<file path="src/rtl/counter_rr_scheduler_pkg.sv">
// counter_rr_scheduler_pkg: state encoding, default sizes and pointer-width helper
package counter_rr_scheduler_pkg;
  localparam int N_DEF = 4;
  localparam int W_DEF = 4;
  typedef enum logic [1:0] {
    ST_IDLE = 2'b00,
    ST_RUN  = 2'b01,
    ST_DONE = 2'b10
  } state_e;
  function automatic int clog2(input int n);
    int r;
    r = 0;
    for (int i = 0; i < 32; i++) r = ((1 << r) < n) ? r + 1 : r;
    return r;
  endfunction
endpackage

</file>
<file path="src/rtl/counter_rr_scheduler_if.sv">
// counter_rr_scheduler_if: requester-side bundle between clients and the shared counter scheduler
interface counter_rr_scheduler_if
  import counter_rr_scheduler_pkg::*;
#(
  parameter int N = N_DEF,
  parameter int W = W_DEF
);
  logic [N-1:0]   REQ;
  logic [N*W-1:0] D;
  logic [N-1:0]   GNT;
  logic [N-1:0]   DONE;
  logic [W-1:0]   Q;
  logic           BUSY;
  modport master (output REQ, D, input GNT, DONE, Q, BUSY);
  modport slave  (input REQ, D, output GNT, DONE, Q, BUSY);
endinterface

</file>
<file path="src/rtl/counter_rr_scheduler_counter_sload_ce.sv">
// counter_sload_ce: W-bit up counter, priority reset > load > count enable
module counter_sload_ce #(
  parameter int W = 4
) (
  input  logic         C,
  input  logic         R,
  input  logic         LOAD,
  input  logic         CE,
  input  logic [W-1:0] DIN,
  output logic [W-1:0] Q
);
  logic [W-1:0] q_q, q_d;
  always_comb q_d = LOAD ? DIN : CE ? q_q + 1'b1 : q_q;
  always_ff @(posedge C) begin
    if (R) q_q <= '0;
    else q_q <= q_d;
  end
  assign Q = q_q;
endmodule

</file>
<file path="src/rtl/counter_rr_scheduler.sv">
// counter_rr_scheduler: round-robin sharing of one loadable up counter among N requesters.
// Define COUNTER_RR_SCHEDULER_ABORT_EN to let a grantee cancel its run by dropping REQ.
module counter_rr_scheduler
  import counter_rr_scheduler_pkg::*;
#(
  parameter int N = N_DEF,
  parameter int W = W_DEF
) (
  input  logic C,
  input  logic R,
  counter_rr_scheduler_if.slave bus
);
  localparam int PW = clog2(N);
  localparam logic [PW:0] NN = (PW+1)'(N);
  state_e        state_q, state_d;
  logic [PW-1:0] ptr_q, ptr_d, win_q, win_d, sel, nxt;
  logic [PW:0]   cand;
  logic [N-1:0]  gnt_q, gnt_d, done_q, done_d;
  logic [W-1:0]  din, q;
  logic          load, ce, at_top, abort;
  // descending scan so the candidate closest to the pointer is written last and wins
  always_comb begin
    sel = '0;
    cand = '0;
    for (int k = N - 1; k >= 0; k--) begin
      cand = {1'b0, ptr_q} + (PW+1)'(k);
      cand = cand >= NN ? cand - NN : cand;
      if (bus.REQ[cand[PW-1:0]]) sel = cand[PW-1:0];
    end
  end
  always_comb begin
    din = '0;
    for (int i = 0; i < N; i++) if (sel == PW'(i)) din = bus.D[i*W +: W];
  end
  assign nxt = win_q == PW'(N - 1) ? '0 : win_q + 1'b1;
  assign at_top = &q;
`ifdef COUNTER_RR_SCHEDULER_ABORT_EN
  assign abort = !bus.REQ[win_q];
`else
  assign abort = 1'b0;
`endif
  always_comb begin
    state_d = state_q;
    ptr_d = ptr_q;
    win_d = win_q;
    gnt_d = gnt_q;
    done_d = '0;
    load = 1'b0;
    ce = 1'b0;
    case (state_q)
      ST_IDLE: if (|bus.REQ) begin
        load = 1'b1;
        win_d = sel;
        gnt_d = N'(1) << sel;
        state_d = ST_RUN;
      end
      ST_RUN: if (abort) begin
        state_d = ST_IDLE;
        gnt_d = '0;
        ptr_d = nxt;
      end else if (at_top) begin
        state_d = ST_DONE;
        done_d = gnt_q;
      end else ce = 1'b1;
      ST_DONE: begin
        state_d = ST_IDLE;
        gnt_d = '0;
        ptr_d = nxt;
      end
      default: state_d = ST_IDLE;
    endcase
  end
  always_ff @(posedge C) begin
    if (R) begin
      state_q <= ST_IDLE;
      ptr_q <= '0;
      win_q <= '0;
      gnt_q <= '0;
      done_q <= '0;
    end else begin
      state_q <= state_d;
      ptr_q <= ptr_d;
      win_q <= win_d;
      gnt_q <= gnt_d;
      done_q <= done_d;
    end
  end
  counter_sload_ce #(.W(W)) u_cnt (
    .C   (C),
    .R   (R),
    .LOAD(load),
    .CE  (ce),
    .DIN (din),
    .Q   (q)
  );
  assign bus.GNT = gnt_q;
  assign bus.DONE = done_q;
  assign bus.Q = q;
  assign bus.BUSY = state_q != ST_IDLE;
endmodule

</file>
<file path="src/flat_wrapper.sv">
// flat-port wrapper written by rule: the top's interface ports become plain ports
module counter_rr_scheduler_flat import counter_rr_scheduler_pkg::*;
#(
  parameter int N = N_DEF,
  parameter int W = W_DEF
)
  (C, R, bus_REQ, bus_D, bus_GNT, bus_DONE, bus_Q, bus_BUSY);
  counter_rr_scheduler_if #(.N(N), .W(W)) bus_i ();
  input  logic C;
  input  logic R;
  input wire logic [$bits(bus_i.REQ)-1:0] bus_REQ;
  input wire logic [$bits(bus_i.D)-1:0] bus_D;
  output wire logic [$bits(bus_i.GNT)-1:0] bus_GNT;
  output wire logic [$bits(bus_i.DONE)-1:0] bus_DONE;
  output wire logic [$bits(bus_i.Q)-1:0] bus_Q;
  output wire logic [$bits(bus_i.BUSY)-1:0] bus_BUSY;
  assign bus_i.REQ = bus_REQ;
  assign bus_i.D = bus_D;
  assign bus_GNT = bus_i.GNT;
  assign bus_DONE = bus_i.DONE;
  assign bus_Q = bus_i.Q;
  assign bus_BUSY = bus_i.BUSY;
  counter_rr_scheduler #(.N(N), .W(W)) u_core (.C(C), .R(R), .bus(bus_i));
endmodule
</file>
<file path="config.mk">
export PLATFORM = sky130hd
export DESIGN_NAME = counter_rr_scheduler_flat
export DESIGN_NICKNAME = d
export VERILOG_FILES = /design/src/rtl/counter_rr_scheduler_pkg.sv /design/src/rtl/counter_rr_scheduler_if.sv /design/src/rtl/counter_rr_scheduler_counter_sload_ce.sv /design/src/rtl/counter_rr_scheduler.sv /design/src/flat_wrapper.sv
export SDC_FILE = /design/constraint.sdc
export NUM_CORES = 1
export LEC_CHECK = 0
export ABC_AREA = 1
export CAP_MARGIN = 20
export CORE_UTILIZATION = 49
export DETAILED_ROUTE_END_ITERATION = 7
export PLACE_DENSITY = 0.92
export SLEW_MARGIN = 40
export SYNTH_ARGS = -nofsm -noshare
export SYNTH_HDL_FRONTEND = slang
export SYNTH_SLANG_ARGS = --single-unit
</file>
<file path="constraint.sdc">
create_clock -name C -period 3.1 [get_ports C]
set_clock_uncertainty 0.2 [all_clocks]
set_input_delay 0.62 -clock C [delete_from_list [all_inputs] [get_ports C]]
set_output_delay 0.62 -clock C [all_outputs]
set_load 0.1 [all_outputs]
</file>
=== After elaboration in Yosys (flattened, before gate mapping) ===
Index checks and enable logic that the tools add are counted.

* Register bits: 18
* Input bits: 22
* Output and inout bits: 13
* Word-level logic and storage cells: 77

* Add/sub/neg operators: 9
* Order comparisons: 8
* Equal/unequal tests: 8
* Shift-type cells: 1
* Multiplexer cells: 32
* Bitwise operators: 2
* Reductions and logical operators: 11

{| class="wikitable"
|+ Operators with widths
! cell !! number
|-
| 4-bit 2-to-1 mux || 7
|-
| 2-bit 2-to-1 mux || 11
|-
| 2-bit by 3-bit less-than comparator with 1-bit output, second input constant || 4
|-
| 3-bit greater-or-equal comparator, second input constant || 3
|-
| 1-bit binary-select mux with 2-bit select || 4
|-
| 2-bit equality test, second input constant || 4
|-
| 1-bit 2-to-1 mux || 8
|-
| 4-bit one-hot mux with 2 select lines || 1
|-
| 2-bit by 1-bit subtractor with 2-bit output, second input constant || 4
|-
| 2-bit by 2-bit adder with 3-bit output, second input constant || 2
|-
| 2-bit AND reduction || 3
|-
| 2-bit nonzero test || 3
|-
| 4-bit by 1-bit adder with 4-bit output, second input constant || 1
|-
| 2-bit by 1-bit equality test with 1-bit output, second input constant || 2
|-
| 2-bit logical NOT || 2
|-
| 2-bit by 1-bit != test with 1-bit output, second input constant || 2
|-
| 2-bit one-hot mux with 2 select lines || 1
|-
| 4-bit AND reduction || 1
|-
| 4-bit OR reduction || 1
|-
| 1-bit by 2-bit << shifter with 4-bit output, first input constant || 1
|-
| 2-bit by 1-bit adder with 3-bit output, second input constant || 1
|-
| 2-bit by 3-bit greater-or-equal comparator with 1-bit output, second input constant || 1
|-
| 3-bit OR reduction || 1
|-
| 2-bit by 1-bit adder with 2-bit output, second input constant || 1
|-
| 1-bit inverter || 2
|}

=== Longest topological paths before layout ===
Gate-level depths: netlist of the first run.

* Depth in word-level cells: 15
* Mapped depth: 14
* Depth with buffers taken out: 14

=== Hierarchy ===
A second synthesis of the first run with hierarchy kept.

* Cell total of the unflattened synthesis: 165
* Area, all modules: 1,153.6 µm²

{| class="wikitable"
|+ By module, submodules not included
! module !! times used !! cells each !! area each (µm²) !! sequential area each (µm²)
|-
| counter_rr_scheduler || 1 || 131 || 925.9 || 280.3
|-
| counter_sload_ce || 1 || 34 || 227.7 || 80.1
|}

=== Worst setup path before layout of the first run ===
No wires, ideal clock.

* Kind: flip-flop to flip-flop
* Start point: reg u_core.u_cnt.q_q[0], in the netlist u_core.u_cnt.Q[0]
* End point: reg u_core.u_cnt.q_q[2], in the netlist u_core.u_cnt.Q[2]
* Setup time: 69 ps
* Arrival time: 1,995 ps
* Required time: 2,831 ps
* Path slack: 836 ps
* Cell stages (with the launch flop): 8
* Path buffers: 0
* Period minus slack after synthesis: 2,264 ps
* Path through: dfxtp_1 > ha_1 > nand2_1 > o21ai_0 > nand2_1 > inv_1 > a31oi_1 > a21oi_2

* Cells in the longest elaborated chain, start to end: 4

{| class="wikitable"
|+ Ends and longest elaborated chain
! what !! line !! source
|-
| from (decl) || counter_rr_scheduler_counter_sload_ce.sv:12 || <nowiki>logic [W-1:0] q_q, q_d;</nowiki>
|-
| from (signal assigned) || counter_rr_scheduler_counter_sload_ce.sv:16 || <nowiki>else q_q <= q_d;</nowiki>
|-
| branches (longest 4 deep; another with 4-bit by 1-bit adder with 4-bit output) || n/a ||
|}

Parallel ways; which one is timed is not known. The select of a mux whose other input is x is not followed.
A chain may end at the register's enable or synchronous reset.

=== Final worst setup path of the first run ===
* Start point: in bus_REQ[1]
* End point: reg u_core.u_cnt.q_q[2], in the netlist u_core.u_cnt.Q[2]

* Cells in the longest elaborated chain, start to end: 12

{| class="wikitable"
|+ Ends and longest elaborated chain
! what !! line !! source
|-
| from (decl) || flat_wrapper.sv:11 || <nowiki>input wire logic [$bits(bus_i.REQ)-1:0] bus_REQ;</nowiki>
|-
| 1-bit binary-select mux with 2-bit select || counter_rr_scheduler.sv:28 || <nowiki>if (bus.REQ[cand[PW-1:0]]) sel = cand[PW-1:0];</nowiki>
|-
| 1-bit 2-to-1 mux (implied by the code) || counter_rr_scheduler.sv:28 ||
|-
| 2-bit 2-to-1 mux (4 in series) || counter_rr_scheduler.sv:28 ||
|-
| 2-bit logical NOT || counter_rr_scheduler.sv:33 || <nowiki>for (int i = 0; i < N; i++) if (sel == PW'(i)) din = bus.D[i*W +: W];</nowiki>
|-
| 4-bit 2-to-1 mux (4 in series) || counter_rr_scheduler.sv:33 ||
|-
| 4-bit 2-to-1 mux || counter_rr_scheduler_counter_sload_ce.sv:13 || <nowiki>always_comb q_d = LOAD ? DIN : CE ? q_q + 1'b1 : q_q;</nowiki>
|}

Parallel ways exist; a longest one is shown, timed or not. The select of a mux whose other input is x is not followed.

==> run summary, run 1 <==
Pint -> 0.383 mW
Power Density -> 420 nW/µm²
post-synthesis compound-gate area fraction -> 16.4%
H-tree depth -> 1
Cell Count, Final, Fillers Out -> 236
top cell type's share of synthesized area -> 32.5%
endpoints failing setup -> 0
die width -> 49.6 µm
critical path class -> in2reg
CTS tree -> built
Final Hold Viols -> 0
clock buffer count from CTS -> 3
max-slew violations -> 0
largest family of logic cells by synthesized area -> simple AND/OR/NAND/NOR gates
CTS sink cnt -> 18
Ys Warns -> 0
WL final -> 2600 µm
DRT antenna net count -> 0
largest cells by area after synthesis -> dfxtp_1, nand2_1, inv_1, nand3_1, nor2_1
Synth Area in Adders -> 2.26%
Post-CTS Setup Inserts -> 0
max-cap violations -> 0
share of layout cells above drive strength 1 -> 17.2%
initial antenna violation count -> 0
drt pass-1 iters -> 4
post-route cell area -> 1470 µm²
post-cts gate resize count -> 0
setup_tns -> 0 ps
xor-xnor portion of the synthesized cell area -> 0%
CP arrival -> 2320 ps
Post-Syn Area -> 1110 µm²
Vias/cell -> 5.08
Root Buffer -> clkbuf_4
net count after synthesis -> 197
pre-CTS setup slack -> 232 ps
Ports -> 35
LEAKAGE -> 0.711 nW
switch share -> 38.0%
worst path bufs/invs -> 3
Required @ worst endpoint -> 3100 ps
Hold-fix buffers, CTS -> 0
slowest stage cell, crit path -> clkdlybuf4s50_1
Synth Area in Simple Gates -> 36.7%
Comb power frac -> 34.5%
Area growth syn-to-layout -> 33.0%
CP endpoint kind -> register
Slew HR -> 67.7%
Startpoint Class -> primary input
Net count, final -> 234
Synth cell types -> 22
Core Rows -> 16
sw power -> 0.235 mW
drc violations -> 0
crit-path leading delay family -> buffers and inverters
final period demand of the worst path -> 2320 ps
clock slew at the register clock pins of the worst setup and hold paths -> 110 ps
fmax -> 431 MHz
DR WL/cell -> 11.0 µm
largest net degree at the start of global routing -> 16
worst min-delay path category -> reg2reg
unrepaired setup endpoints after global routing -> false
worst vdd ir -> 0.000341 V
CTS max path bufs -> 2
Cell Area, Placed -> 1440 µm²
Hold WS -> 251 ps
Post-Syn Instances -> 173
status -> complete, no violations
die height -> 49.6 µm
syn_area_per_cell -> 6.41 µm²
gr usage total -> 22.7%
Final WS setup -> 779 ps
Synth area leader -> dfxtp_1
first-pass GRT wire length -> 4370 µm
Seq pwr share -> 41.7%
DIE AREA -> 2460 µm²
critical-path maximum fanout -> 11
total power -> 0.618 mW
Post-Place Cells -> 232
sequential area share after synthesis -> 32.5%
Detailed Route Iter0 Violations -> 40
Slew @ Worst Pin -> 484 ps
max incr delay on CP -> 500 ps
Core ar. -> 2040 µm²
clock insertion delay at the later pin of the skew report -> 300 ps
grt ovf -> 0
final period utilization -> 74.9%
post-synthesis register bit count -> 18
post-synthesis mux area share -> 0%
Port Buffer Count -> 34
crit-path most repeated cell -> nand2_1
Post-Route Utilization -> 72.2%
starting density of the core -> 54.3%
DP HPWL -> 2180 µm
diode count -> 0
vias in the first global route -> 1094
Clk pwr share -> 23.8%
Vias -> 1199
CP Cell Sequence -> clkdlybuf4s50_1 -> inv_1 -> o21ai_0 -> nand2_1 -> nand2_1 -> inv_2 -> a21oi_4 -> nor2_2 -> nor2_1 -> nand3_1 -> nand2_1 -> a21oi_2
gpl congestion -> 0.933
-- worst paths after layout --
kind / startpoint / endpoint / slack (ps) / depth (start not counted)
min reg2reg: u_core.bus.GNT[0] / u_core.bus.DONE[0] / 250 / 2
min: u_core.bus.GNT[0] / u_core.bus.DONE[0] / 250 / 2
max reg2reg: u_core.ptr_q[0] / u_core.u_cnt.Q[2] / 1080 / 13
max: bus_REQ[1] / u_core.u_cnt.Q[2] / 780 / 12
-- tightest hold or removal path: cells and delay by family (launching register included) --
| family | cells | cell delay (ps) |
|---|---|---|
| AND/OR/NAND/NOR | 1 | 40 |
| buffers and inverters | 1 | 50 |
| flip-flops | 1 | 340 |
-- flip-flops by register name, indices dropped and copies added, names as in the netlist --
signal           cells
u_core.state_q       2
u_core.bus.DONE      4
u_core.win_q         2
u_core.bus.GNT       4
u_core.u_cnt.Q       4
u_core.ptr_q         2
-- logic make-up after synthesis --
family / after synthesis
simple gates: 89
buf+inv: 34
compound gates: 30
flops: 18
fa+ha+maj: 2
-- power groups by stage --
stage | clock, mW | sequential, mW | combinational, mW
6_report | 0.147 | 0.258 | 0.214
5_1_grt | 0.159 | 0.260 | 0.230
4_1_cts | 0.146 | 0.257 | 0.213
3_5_place_dp | 0 | 0.262 | 0.213
3_3_place_gp | 0 | 0.262 | 0.209
2_1_floorplan | 0 | 0.327 | 0.0872
-- cell usage in the layout, fill, tap and decap left out, types with 4 or more instances in the layout --
master / instances
o21ai_0: 15
nand3_1: 17
nand2_2: 4
clkdlybuf4s50_1: 21
nor2_1: 20
nand2_1: 39
a21oi_1: 7
a21oi_2: 4
inv_1: 29
dfxtp_1: 18
buf_4: 13
-- synthesized netlist by cell type --
library cell	count
nor2_1	21
nand4_1	1
nand3_1	17
nand2_4	1
nor2_2	1
nand2_2	4
a21oi_4	1
dfxtp_1	18
a21oi_1	7
a21oi_2	4
clkbuf_1	1
a31oi_1	2
inv_1	29
nor2_4	1
nand2_1	39
inv_2	3
ha_1	2
nor4_1	1
nand3_2	3
o21ai_0	15
o211ai_1	1
buf_6	1
-- layer usage --
layer	vias to the layer above	global-route usage (%)	wire [µm]	part of all wire, %
met4	0	9.52	29	1.1
li1	623	-	-	-
met3	5	2.16	118	4.5
met1	527	25.8	1110	43
met2	44	42.6	1340	51
met5	-	0	0	0
-- cell type report --
class                      count  area, µm²
multi-input combinational    121        616
tap                           27       33.8
inverter                      32        120
clock buffer                   4       36.3
sequential                    18        360
fill                         178        568
timing repair buffer          34        308
Power figures use the tool's default switching activity.
==> inputs of run 2 (changes only) <==
- CORE_UTILIZATION: 49 -> 41
- PLACE_DENSITY: 0.92 -> 0.83
- clock period: 3.1 -> 1.89 ns (I/O delays scaled with it)
==> run 2 against run 1 <==
Global-route usage up 1.5 points; clock power up 70%; sequential power up 67%; count of clock-buffer cells in the layout unchanged; worst hold slack better by 37 ps; register-to-register slack worse by 1200 ps; setup slack worse by 880 ps; combinational power up 120%; cell area up 33%; the flow now finishes with violations (negative setup slack).
==> run summary, run 2 (same netlist as run 1, synthesis figures left out) <==
CTS max path bufs -> 2
max-slew violations -> 0
Root Buffer -> clkbuf_4
Net count, final -> 259
Slew HR -> 73.4%
# fillers -> 160
drt pass-1 iters -> 4
Final WS setup -> -105 ps
fmax -> 501 MHz
Area growth syn-to-layout -> 77.2%
Core Rows -> 18
register area -> 370 µm²
drc violations -> 0
first-pass GRT wire length -> 4970 µm
Vias/cell -> 5.08
GRT met1 Usage -> 24.2%
worst min-delay path category -> reg2reg
endpoints failing setup -> 7
share of layout cells above drive strength 1 -> 37.6%
unrepaired setup endpoints after global routing -> true
multi-input combinational cell area -> 726 µm²
Power Density -> 588 nW/µm²
DP HPWL -> 2130 µm
critical path class -> reg2reg
status -> complete, but fails checks
critical-path maximum fanout -> 5
Core ar. -> 2520 µm²
CP endpoint kind -> register
grt ovf -> 0
crit-path leading delay family -> simple AND/OR/NAND/NOR gates
vias in the first global route -> 1240
Required @ worst endpoint -> 1900 ps
clock insertion delay at the later pin of the skew report -> 310 ps
busiest grt layer -> met2
Ports -> 35
GRT met3 Usage -> 6.78%
die height -> 54 µm
pre-CTS setup slack -> -500 ps
clock slew at the register clock pins of the worst setup and hold paths -> 110 ps
Final Hold Viols -> 0
failing checks -> negative setup slack
max incr delay on CP -> 410 ps
initial antenna violation count -> 0
WL final -> 3600 µm
H-tree depth -> 1
Port Buffer Count -> 34
DRT antenna net count -> 0
Slew @ Worst Pin -> 395 ps
most frequent cells in the layout -> inv_1, nand2_1, buf_4, nor2_1, clkdlybuf4s50_1
CP arrival -> 2000 ps
CTS tree -> built
diode count -> 0
DIE AREA -> 2920 µm²
largest net degree at the start of global routing -> 14
max-cap violations -> 0
worst path bufs/invs -> 2
gr usage total -> 24.2%
final period demand of the worst path -> 1990 ps
Startpoint Class -> register
starting density of the core -> 43.9%
slowest stage cell, crit path -> dfxtp_2
Vias -> 1342
CP Cell Sequence -> inv_2 -> nand2_4 -> nand2_2 -> nand2_1 -> nand2_1 -> nand2_1 -> nand2_2 -> a21oi_4 -> buf_6 -> nor2_4 -> nor2_2 -> nand3_2 -> nand2_2 -> a21oi_2
Detailed Route Iter0 Violations -> 36
LEAKAGE -> 0.900 nW
met2 usage -> 46.7%
final period utilization -> 106%
clock buffer count from CTS -> 3
gpl congestion -> 0.902
Post-Route Utilization -> 77.9%
DR WL/cell -> 13.6 µm
setup_tns -> -436 ps
CTS sink cnt -> 18
worst vdd ir -> 0.000657 V
die width -> 54 µm
## run 2: changes by cell type in the layout (fill, tap and decap cells not counted), sizes merged
cell,change
a21oi,+1
buf,+24
clkdlybuf4s50,-4
dlygate4sd2,+4
## run 2: timing repair
item,CTS,global route
pin swaps,10,12
cloned,1,0
gates resized for setup,21,21
setup buffers,6,4
endpoints found under the setup margin,7,9
hold buffers,0,0
## run 2: cell type report
type / count / share of cell area [%]
timing repair buffer: 58 / 34.1
multi-input combinational: 122 / 36.9
inverter: 32 / 6.37
clock buffer: 4 / 1.85
sequential: 18 / 18.9
tap: 30 / 1.91
## run 2: final timing paths
path / from / endpoint / slack, ps / cells after the start
setup / recovery: u_core.ptr_q[1] / u_core.u_cnt.Q[0] / -100 / 14
hold reg to reg: u_core.bus.GNT[2] / u_core.bus.DONE[2] / 290 / 2
hold / removal: u_core.bus.GNT[2] / u_core.bus.DONE[2] / 290 / 2
setup reg to reg: u_core.ptr_q[1] / u_core.u_cnt.Q[0] / -100 / 14
## run 2: worst reg2reg max path, cell delays in order, from the launching register on
cell     delay, ps
dfxtp_2        410
inv_2           90
nand2_4         70
nand2_2         60
nand2_1         60
nand2_1         50
nand2_1         80
nand2_2        100
a21oi_4        170
buf_6          150
nor2_4          60
nor2_2         140
nand3_2         90
nand2_2         90
a21oi_2         60
## run 2: routing by layer
| layer | up-vias | wire length [µm] |
|---|---|---|
| met3 | 6 | 197 |
| met4 | 0 | 38 |
| met1 | 597 | 1370 |
| met2 | 65 | 1990 |
| met5 | - | 0 |
| li1 | 674 | - |
## run 2: where the power goes
group          internal [mW]  leakage, nW  switching, mW  total [mW]
sequential             0.402        0.150         0.0292       0.431
clock                  0.118       0.0210          0.132       0.250
combinational          0.195        0.730          0.278       0.474
## run 2: metrics by stage
stage | instances | total power, mW | instance area (µm²) | hold WS [ps]
2_1_floorplan | 173 | 0.684 | 1120 | 247
6_report | 264 | 1.15 | 1960 | 288
3_3_place_gp | 249 | 0.850 | 1720 | 267
5_1_grt | 264 | 1.19 | 1960 | 308
4_1_cts | 260 | 1.11 | 1870 | 291
3_5_place_dp | 249 | 0.856 | 1720 | 276
